File: src/rtl/edge_event_unit.sv
// Multi-channel discrete input edge unit: synchronise, debounce, detect edges, flag and count events.
// level/pulse change SYNC_STAGES+FILT_CYCLES clocks after a stable input change; pending/evt_cnt one clock after pulse.
module edge_event_unit #(
    parameter int   CH          = 8,
    parameter int   SYNC_STAGES = 2,
    parameter int   FILT_CYCLES = 3,
    parameter int   EVT_CNT_W   = 8,
    parameter logic INIT_VAL    = 1'b0
) (
    input  logic                    clk,
    input  logic                    rst_n,
    input  logic [CH-1:0]           in,
    input  logic [2*CH-1:0]         mode,
    input  logic [CH-1:0]           irq_en,
    input  logic [CH-1:0]           pend_clr,
    input  logic [CH-1:0]           cnt_clr,
    output logic [CH-1:0]           level,
    output logic [CH-1:0]           pulse,
    output logic [CH-1:0]           pending,
    output logic [CH*EVT_CNT_W-1:0] evt_cnt,
    output logic                    irq
);
    localparam int FW = (FILT_CYCLES > 1) ? $clog2(FILT_CYCLES) : 1;
    localparam logic [FW-1:0] FLAST = FW'(FILT_CYCLES - 1);
    localparam logic [EVT_CNT_W-1:0] CMAX = '1;

    for (genvar i = 0; i < CH; i++) begin : g_ch
        logic [SYNC_STAGES-1:0] sync_q;
        logic [FW-1:0]          fcnt;
        logic                   lvl;
        logic                   pls;
        logic                   pnd;
        logic [EVT_CNT_W-1:0]   cnt;
        logic                   s;
        logic                   acc;
        logic                   hit;

        assign s   = sync_q[SYNC_STAGES-1];
        assign acc = (s != lvl) && (fcnt == FLAST);
        assign hit = acc && ((s && mode[2*i]) || (!s && mode[2*i+1]));

        always_ff @(posedge clk or negedge rst_n) begin
            if (!rst_n) begin
                sync_q <= {SYNC_STAGES{INIT_VAL}};
                fcnt   <= '0;
                lvl    <= INIT_VAL;
                pls    <= 1'b0;
            end else begin
                sync_q <= {sync_q[SYNC_STAGES-2:0], in[i]};
                pls    <= hit;
                // Any sample matching the current level discards a partial qualification.
                if (s == lvl) begin
                    fcnt <= '0;
                end else if (fcnt == FLAST) begin
                    lvl  <= s;
                    fcnt <= '0;
                end else begin
                    fcnt <= fcnt + FW'(1);
                end
            end
        end

        // Set beats clear in both the flag and the counter.
        always_ff @(posedge clk or negedge rst_n) begin
            if (!rst_n) begin
                pnd <= 1'b0;
                cnt <= '0;
            end else begin
                pnd <= pls || (pnd && !pend_clr[i]);
                if (cnt_clr[i])
                    cnt <= EVT_CNT_W'(pls);
                else if (pls && cnt != CMAX)
                    cnt <= cnt + EVT_CNT_W'(1);
            end
        end

        assign level[i]                          = lvl;
        assign pulse[i]                          = pls;
        assign pending[i]                        = pnd;
        assign evt_cnt[i*EVT_CNT_W +: EVT_CNT_W] = cnt;
    end

    assign irq = |(pending & irq_en);

endmodule

File: config.mk
export PLATFORM = sky130hd
export DESIGN_NAME = edge_event_unit
export DESIGN_NICKNAME = d
export VERILOG_FILES = /design/src/rtl/edge_event_unit.sv
export SDC_FILE = /design/constraint.sdc
export NUM_CORES = 1
export LEC_CHECK = 0
export ABC_AREA = 1
export CORE_MARGIN = 1
export CORE_UTILIZATION = 45
export CTS_BUF_LIST = sky130_fd_sc_hd__clkbuf_8
export CTS_CLUSTER_SIZE = 40
export DETAILED_ROUTE_END_ITERATION = 16
export DONT_BUFFER_PORTS = 1
export PLACE_DENSITY_LB_ADDON = 0.08
export SLEW_MARGIN = 20
export SYNTH_ARGS = -nofsm -noshare
export SYNTH_HDL_FRONTEND = slang
export SYNTH_SLANG_ARGS = --single-unit
File: constraint.sdc
create_clock -name clk -period 2.9 [get_ports clk]
set_input_delay 0.435 -clock clk [delete_from_list [all_inputs] [get_ports clk]]
set_output_delay 0.435 -clock clk [all_outputs]
set_load 0.01 [all_outputs]
==> results of run 1 <==
synthesized netlist by cell type, types with 5 or more instances:
cell / count / area (µm²)
nand2_1: 220 / 826
dfrtp_1: 120 / 3000
inv_1: 95 / 357
nand3_1: 58 / 290
nor2_1: 48 / 180
o21ai_0: 47 / 235
a21oi_1: 44 / 220
buf_4: 24 / 180
nor3_1: 17 / 85.1
o21bai_1: 12 / 90.1
xor2_1: 12 / 105
nand2_2: 11 / 68.8
ha_1: 8 / 100
nand4_1: 7 / 43.8
nor2_2: 5 / 31.3
kinds of logic after synthesis:
logic type / after synthesis / share of synthesized area, %
fa+ha+maj: 8 / 1.68
buf+inv: 126 / 9.56
simple gates: 373 / 26.6
xor+xnor: 13 / 1.91
compound gates: 111 / 10.0
flops: 120 / 50.3
flip-flops by register name, summed over array words and instances, names as in the netlist:
register	cells
g_ch.cnt	64
g_ch.fcnt	16
g_ch.sync_q	16
g_ch.lvl	8
g_ch.pls	8
g_ch.pnd	8
path summary, 6_finish.rpt:
kind	start	endpoint	slack, ns	cells after the start
max	g_ch[1].pnd	irq	1.01	3
min in group clk	pend_clr[7]	g_ch[7].pnd	0.10	1
max reg2reg	g_ch[7].cnt[0]	g_ch[7].cnt[3]	1.31	6
max in group asynchronous	rst_n	g_ch[2].cnt[5]	3.01	0
min reg2reg	g_ch[0].sync_q[0]	g_ch[0].sync_q[1]	0.35	0
min	rst_n	g_ch[0].cnt[3]	-0.30	0
critical path: stages (launching register included):
cell	delay (ns)
dfrtp_1	0.43
nand2_1	0.15
nand4_1	0.10
or2_2	0.34
final cells by class:
class	instances	area [µm²]
clock buffer	20	275
clock inverter	12	109
fill	1239	6300
inverter	102	390
multi-input combinational	505	2400
sequential	120	3000
tap	172	215
timing repair buffer	8	80.1
layer usage:
metal | GRT usage [%] | up-vias
met5 | 0 | -
met1 | 23.4 | 2237
met3 | 8.14 | 15
li1 | - | 2382
met2 | 31.6 | 135
met4 | 6.92 | 0
power groups by stage:
stage | Clock, mW | Sequential [mW] | Combinational (mW)
final | 1.45 | 2.15 | 0.463
after global routing | 1.59 | 2.19 | 0.549
after CTS | 1.51 | 2.16 | 0.472
after detailed placement | 0 | 2.19 | 0.463
after global placement | 0 | 2.18 | 0.443
after floorplan | 0 | 2.08 | 0.524
per-stage QoR:
step	cells	utilization (%)
floorplan	751	-
global placement	899	47.0
detailed placement	899	47.0
CTS	939	50.7
global route	939	50.7
finish	939	50.7
==> impl_results.rst, run 1 <==
.. list-table::
   :header-rows: 1

   * - Metric
     - Value
   * - Cell leakage power
     - 3.20 nW
   * - Antenna violations before repair
     - 0
   * - Count of buffers from port buffering
     - 0
   * - Syn Inst Count
     - 751
   * - Maximum fanout along the worst path
     - 3
   * - Part of the power in combinational logic
     - 11.4%
   * - Overall die width
     - approximately 120 µm
   * - Number of global-route vias before repair
     - 4447
   * - Final clock period utilization by the worst path
     - 65.2%
   * - Total setup violations reported at the end of the flow
     - 0
   * - Clock sink count
     - 120
   * - Maximum level of the CTS H-tree
     - 4
   * - Fraction of final layout cells with drive strength greater than 1
     - 7.56%
   * - Worst slack on hold paths
     - -0.304 ns
   * - Via Count
     - 4769
   * - Classification of the worst setup path
     - reg2out
   * - Post-CTS Resized
     - 0
   * - Number of inserted diodes
     - 0
   * - Starting utilization of the core area
     - 46.7%
   * - Number of hold-repair buffers added at the cts stage
     - 8
   * - Met2 routed wirelength
     - 6.15 mm
   * - Tmin final
     - 1.89 ns
   * - Slew of the pin with the lowest slew margin
     - 0.471 ns
   * - Core region area
     - 0.0128 mm²
   * - Failing checks
     - negative hold slack
   * - Final design instance area without fill
     - 0.00647 mm²
   * - Most frequent standard cell in the layout excluding fill and tap cells
     - nand2_1
   * - DR DRC count
     - 0
   * - First-pass GRT wire length
     - 20.5 mm
   * - Tot Pwr
     - 4.07 mW
   * - Setup repair after global routing missed its margin
     - false
   * - Top_reg_cell synth
     - dfrtp_1
   * - Post-synthesis to final-layout area growth
     - 8.36%
   * - Proportion of synthesized flip-flops having asynchronous set or reset
     - 100%
   * - Number of max-slew violations in the final report
     - 0
   * - TritonCTS clock tree
     - done
   * - Yosys Warn Count
     - 0
   * - Total half-perimeter wirelength after legalization and detailed placement
     - 9.48 mm
   * - Routed met3 length
     - 1.04 mm
   * - Path category of the worst min-delay check
     - in2async
   * - CP arrival
     - 1.45 ns
   * - Power per cell area
     - between 600 and 700 mW/mm²
   * - Detailed-router iteration count before antenna repair
     - 7
   * - Sw Share
     - 29.2%
   * - Peak ir drop on the vdd network
     - between 0.0005 and 0.0006 V
   * - Latest clock arrival within the worst-skew pair
     - 0.43 ns
   * - Overall die height
     - 117 µm
   * - Internal power consumption
     - 2.88 mW
   * - Routability-driven placement congestion ratio
     - 0.888
   * - IO Count
     - 139
   * - Worst clock skew on the final layout
     - 0.00755 ns
   * - Met1 wire length
     - 5.48 mm
   * - Clock Power Share
     - between 30% and 40%
   * - Clock Tree Buf Depth
     - 2
   * - Top metal layer carrying routed signals
     - met4
   * - Largest net degree at the start of global routing
     - 121
   * - Count of flip-flops with a built-in enable after synthesis
     - 0
   * - Number of setup buffers added after CTS
     - 0
   * - Rel. slew slack
     - 68.6%
   * - Type of destination of the critical path
     - output port
   * - Reg clk slew, reported paths
     - 0.07 ns
   * - Critical Path RT
     - roughly 2.5 ns
   * - Cts bufs inserted
     - 17
   * - Unique masters post-synth
     - 29
   * - Number of nets with antenna violations after routing
     - 0
   * - Combined global-route utilization of all metal layers
     - between 10% and 20%
   * - Placed cell areas
     - 0.00601 mm²
   * - Number of synthesized register bits
     - 120
   * - Total grt overflow
     - 0
   * - Max-cap check violation count
     - 0
   * - Sum of routed wire length over all layers
     - approximately 13 mm
   * - Dpl ws
     - 1.31 ns
   * - Sequential-to-total area share from yosys stat
     - 50.3%
   * - Highest clock rate
     - about 530 MHz
   * - Standard-cell row count
     - 41
   * - DIE AREA
     - 0.0137 mm²
   * - Switching component of the power
     - ~1.2 mW
   * - Mapped Avg Cell Area
     - about 8.0 µm²
   * - Leading cell types in the layout, fill and taps excluded
     - 220 x nand2_1, 120 x dfrtp_1, 98 x inv_1
   * - Area of the mapped netlist
     - between 0.005 and 0.006 mm²
   * - Hold violation total from the final report
     - 120
   * - Outcome
     - finished, violations left
   * - Final nets
     - 812
   * - Root buffer selected by CTS
     - clkbuf_8
   * - PnR worst setup slack
     - 1.01 ns
   * - Starting DRT DRC Count
     - 240
   * - Setup TNS after final layout
     - 0 ns
   * - Routed via count divided by cell count
     - slightly above 5
   * - Type of origin of the critical path
     - flop
   * - Detail-routed net length per standard cell
     - 13.7 µm
   * - Nets in the synthesized netlist
     - between 800 and 900
   * - Sequential share of power
     - 52.9%
No activity file was read; power rests on OpenSTA's default activity.
==> run 2, diff against run 1 <==
ABC_AREA = 0   (was 1)
clock period = 1.8 ns   (was 2.9 ns; I/O delays follow)
==> run 2 against run 1 <==
Sequential power grew 63%. Die area shrank 6.8%. Total power grew 68%. The run still ends with negative hold slack left. Routed wire length shrank 8.1%. Via count shrank 12%. First-iteration DRC count grew 2.5%. Count of clock-buffer cells in the layout grew 3.
==> impl_results.rst, run 2 <==
.. list-table::
   :header-rows: 1

   * - Metric
     - Value
   * - First-pass GRT wire length
     - 19.7 mm
   * - Total setup violations reported at the end of the flow
     - 0
   * - Area contributors post-synth
     - dfrtp_1 54%, nor2_1 4.6%, buf_4 3.2%
   * - Number of inserted diodes
     - 0
   * - Maximum level of the CTS H-tree
     - 4
   * - DIE AREA
     - 0.0128 mm²
   * - Crit path capture
     - irq
   * - Number of synthesized register bits
     - 120
   * - Power per cell area
     - 1080 mW/mm²
   * - Setup TNS after final layout
     - 0 ns
   * - Detail-routed net length per standard cell
     - roughly 16 µm
   * - Cell count of the worst reg-to-reg path
     - 5
   * - Rel. slew slack
     - 73.1%
   * - Number of nets with antenna violations after routing
     - 0
   * - Top_reg_cell synth
     - dfrtp_1
   * - Starting utilization of the core area
     - between 40% and 50%
   * - Number of standard cells in the final layout excluding fillers
     - around 750
   * - Hold violation total from the final report
     - 120
   * - Detailed-router iteration count before antenna repair
     - 4
   * - Type of destination of the critical path
     - output port
   * - Most frequent standard cell in the layout excluding fill and tap cells
     - dfrtp_1
   * - Dpl ws
     - 0.163 ns
   * - Maximum fanout along the worst path
     - 3
   * - Routed via count divided by cell count
     - 5.62
   * - Max-cap check violation count
     - 0
   * - Number of max-slew violations in the final report
     - 0
   * - Total half-perimeter wirelength after legalization and detailed placement
     - 8.04 mm
   * - Path category of the worst min-delay check
     - in2async
   * - Syn Inst Count
     - 560
   * - Setup slack on the worst flop-to-flop path
     - approximately 0.14 ns
   * - Count of buffers from port buffering
     - 0
   * - Area of the mapped netlist
     - 0.00556 mm²
   * - Placed cell areas
     - 0.00558 mm²
   * - Final design instance area without fill
     - 0.00635 mm²
   * - Sum of routed wire length over all layers
     - 11.8 mm
   * - Register with the highest flop count
     - g_ch.cnt
   * - Worst-path cell with the longest stage delay
     - dfrtp_1
   * - Sequential-to-total area share from yosys stat
     - 54.0%
   * - IO Count
     - 139
   * - Starting DRT DRC Count
     - 246
   * - Ordered cell list for the critical path
     - a22oi_2 -> nand4_1
   * - Combined global-route utilization of all metal layers
     - 19.7%
   * - Antenna violations before repair
     - 0
   * - Nets in the synthesized netlist
     - roughly 600
   * - Most frequent cell after synthesis
     - dfrtp_1
   * - Classification of the worst setup path
     - reg2out
   * - Overall die width
     - 113 µm
   * - Count of flip-flops with a built-in enable after synthesis
     - 0
   * - Synth cell count leaders
     - 120 x dfrtp_1, 68 x nor2_1, 39 x nand2_1
   * - Clock sink count
     - 120
   * - DR DRC count
     - 0
   * - Cts bufs inserted
     - 17
   * - Number of fill cells
     - between 1000 and 1500
   * - Root buffer selected by CTS
     - clkbuf_8
   * - Post-synthesis to final-layout area growth
     - 14.2%
   * - Yosys Warn Count
     - 0
   * - Overall die height
     - 113 µm
   * - Registers with the most flip-flops
     - g_ch.cnt (64), g_ch.fcnt (16), g_ch.sync_q (16)
   * - Number of hold-repair buffers added at the cts stage
     - 32
   * - Failing checks
     - negative hold slack
   * - Clock Tree Buf Depth
     - 2
   * - Max reg flops
     - 64
   * - Largest net degree at the start of global routing
     - 121
   * - Post-synth top area cell
     - dfrtp_1
   * - Type of origin of the critical path
     - flop
   * - TritonCTS clock tree
     - done
   * - Number of global-route vias before repair
     - 4166
   * - Worst flop-to-flop path endpoint
     - g_ch[4].cnt[1]
   * - Unique masters post-synth
     - between 40 and 50
   * - Max incr delay on CP
     - 0.48 ns
   * - Reg clk slew, reported paths
     - ~0.070 ns
   * - Mapped Avg Cell Area
     - 9.93 µm²
   * - Tmin final
     - 1.69 ns
   * - Final clock period utilization by the worst path
     - 94.0%
   * - Via Count
     - approximately 4200
   * - Total grt overflow
     - 0
   * - Worst slack on hold paths
     - -0.467 ns
   * - PnR worst setup slack
     - 0.109 ns
   * - Fraction of final layout cells with drive strength greater than 1
     - 7.19%
   * - Core region area
     - 0.0120 mm²
   * - Standard-cell row count
     - 40
   * - Placed Cells incl. Taps
     - 681
   * - Outcome
     - finished, violations left
   * - Critical Path RT
     - 1.53 ns
   * - Final nets
     - 643
   * - Synth top area share
     - 54.0%
   * - Highest clock rate
     - 591 MHz
   * - Setup repair after global routing missed its margin
     - false
   * - CP arrival
     - 1.42 ns
   * - Proportion of synthesized flip-flops having asynchronous set or reset
     - 100%
   * - Cell leakage power
     - between 2 and 3 nW
   * - Slew of the pin with the lowest slew margin
     - 0.404 ns
   * - Peak ir drop on the vdd network
     - 0.000509 V
   * - Worst clock skew on the final layout
     - 0.00866 ns
   * - Latest clock arrival within the worst-skew pair
     - 0.43 ns
   * - Worst reg2reg startpoint
     - g_ch[4].cnt[0]
   * - Routability-driven placement congestion ratio
     - about 0.83
   * - First element of the critical path
     - g_ch[3].pnd
   * - Leading cell types in the layout, fill and taps excluded
     - 120 x dfrtp_1, 68 x nor2_1, 39 x nand2_1
run 2: cell count changes in the layout (fill, tap and decap cells not counted), sizes merged, moves of 14 or more:
cell and change:
a21oi -21, a31oi +14, dlygate4sd3 +24, inv -69, nand2 -194, nand3 -31
nor2 +14, o21ai -25
run 2: cell type report:
cell class / count / area, µm² / share of cell area [%]
sequential: 120 / 3000 / 47.3
multi-input combinational: 376 / 2230 / 35.2
timing repair buffer: 39 / 373 / 5.88
clock buffer: 23 / 317 / 4.99
tap: 147 / 184 / 2.90
clock inverter: 9 / 120 / 1.89
inverter: 31 / 116 / 1.83
run 2: per-stage QoR:
step / total power [mW] / util [%]
after floorplan: 4.16 / -
after global placement: 4.16 / 46.4
after detailed placement: 4.21 / 46.4
after CTS: 6.95 / 52.8
after global routing: 7.22 / 52.8
final: 6.85 / 52.8
run 2: logic make-up (layout without fill, tap and decap cells):
family / after synthesis / count (layout) / synth area share [%]
DFF: 120 / 120 / 54.0
buffers and inverters: 64 / 102 / 5.99
AOI/OAI and AO/OA: 107 / 107 / 12.3
xor gates and xnor gates: 12 / 12 / 1.89
muxes: 13 / 13 / 2.36
adders and majority gates: 8 / 8 / 1.80
and+or+nand+nor: 236 / 236 / 21.7
run 2: worst min path at each step:
stage | slack (ns) | cells past startpoint | to | from
after CTS | -0.51 | 0 | g_ch[7].cnt[1] | rst_n
after global routing | -0.52 | 0 | g_ch[7].pnd | rst_n
after floorplan | -0.03 | 0 | g_ch[0].cnt[0] | rst_n
after detailed placement | -0.02 | 0 | g_ch[6].cnt[4] | rst_n
after global placement | -0.02 | 0 | g_ch[6].cnt[4] | rst_n
final | -0.47 | 0 | g_ch[6].cnt[3] | rst_n
run 2: layer usage:
metal / up-vias / GRT usage, % / share of wire, %
met5: - / 0 / 0
met4: 0 / 8.60 / 2.4
met3: 17 / 7.93 / 6.5
met2: 124 / 30.1 / 46
met1: 2013 / 24.6 / 45
li1: 2032 / - / -
run 2: power breakdown:
group,switching [mW],total (mW),internal [mW],leakage [nW]
sequential,0.459,3.50,3.04,1.61
combinational,0.352,0.735,0.383,0.953
clock,1.04,2.62,1.58,0.230
run 2: critical path, delay by kind of cell (launching register included):
family / cells / cell delay (ns)
DFF: 1 / 0.48
AOI/OAI and AO/OA: 1 / 0.30
and+or+nand+nor: 1 / 0.20
run 2: repair_timing:
| item | in CTS | in global routing |
|---|---|---|
| setup buffers | 0 | 0 |
| endpoints found under the setup margin | 1 | 3 |
| gates resized for setup | 2 | 2 |
| endpoints found under the hold margin | 206 | 120 |
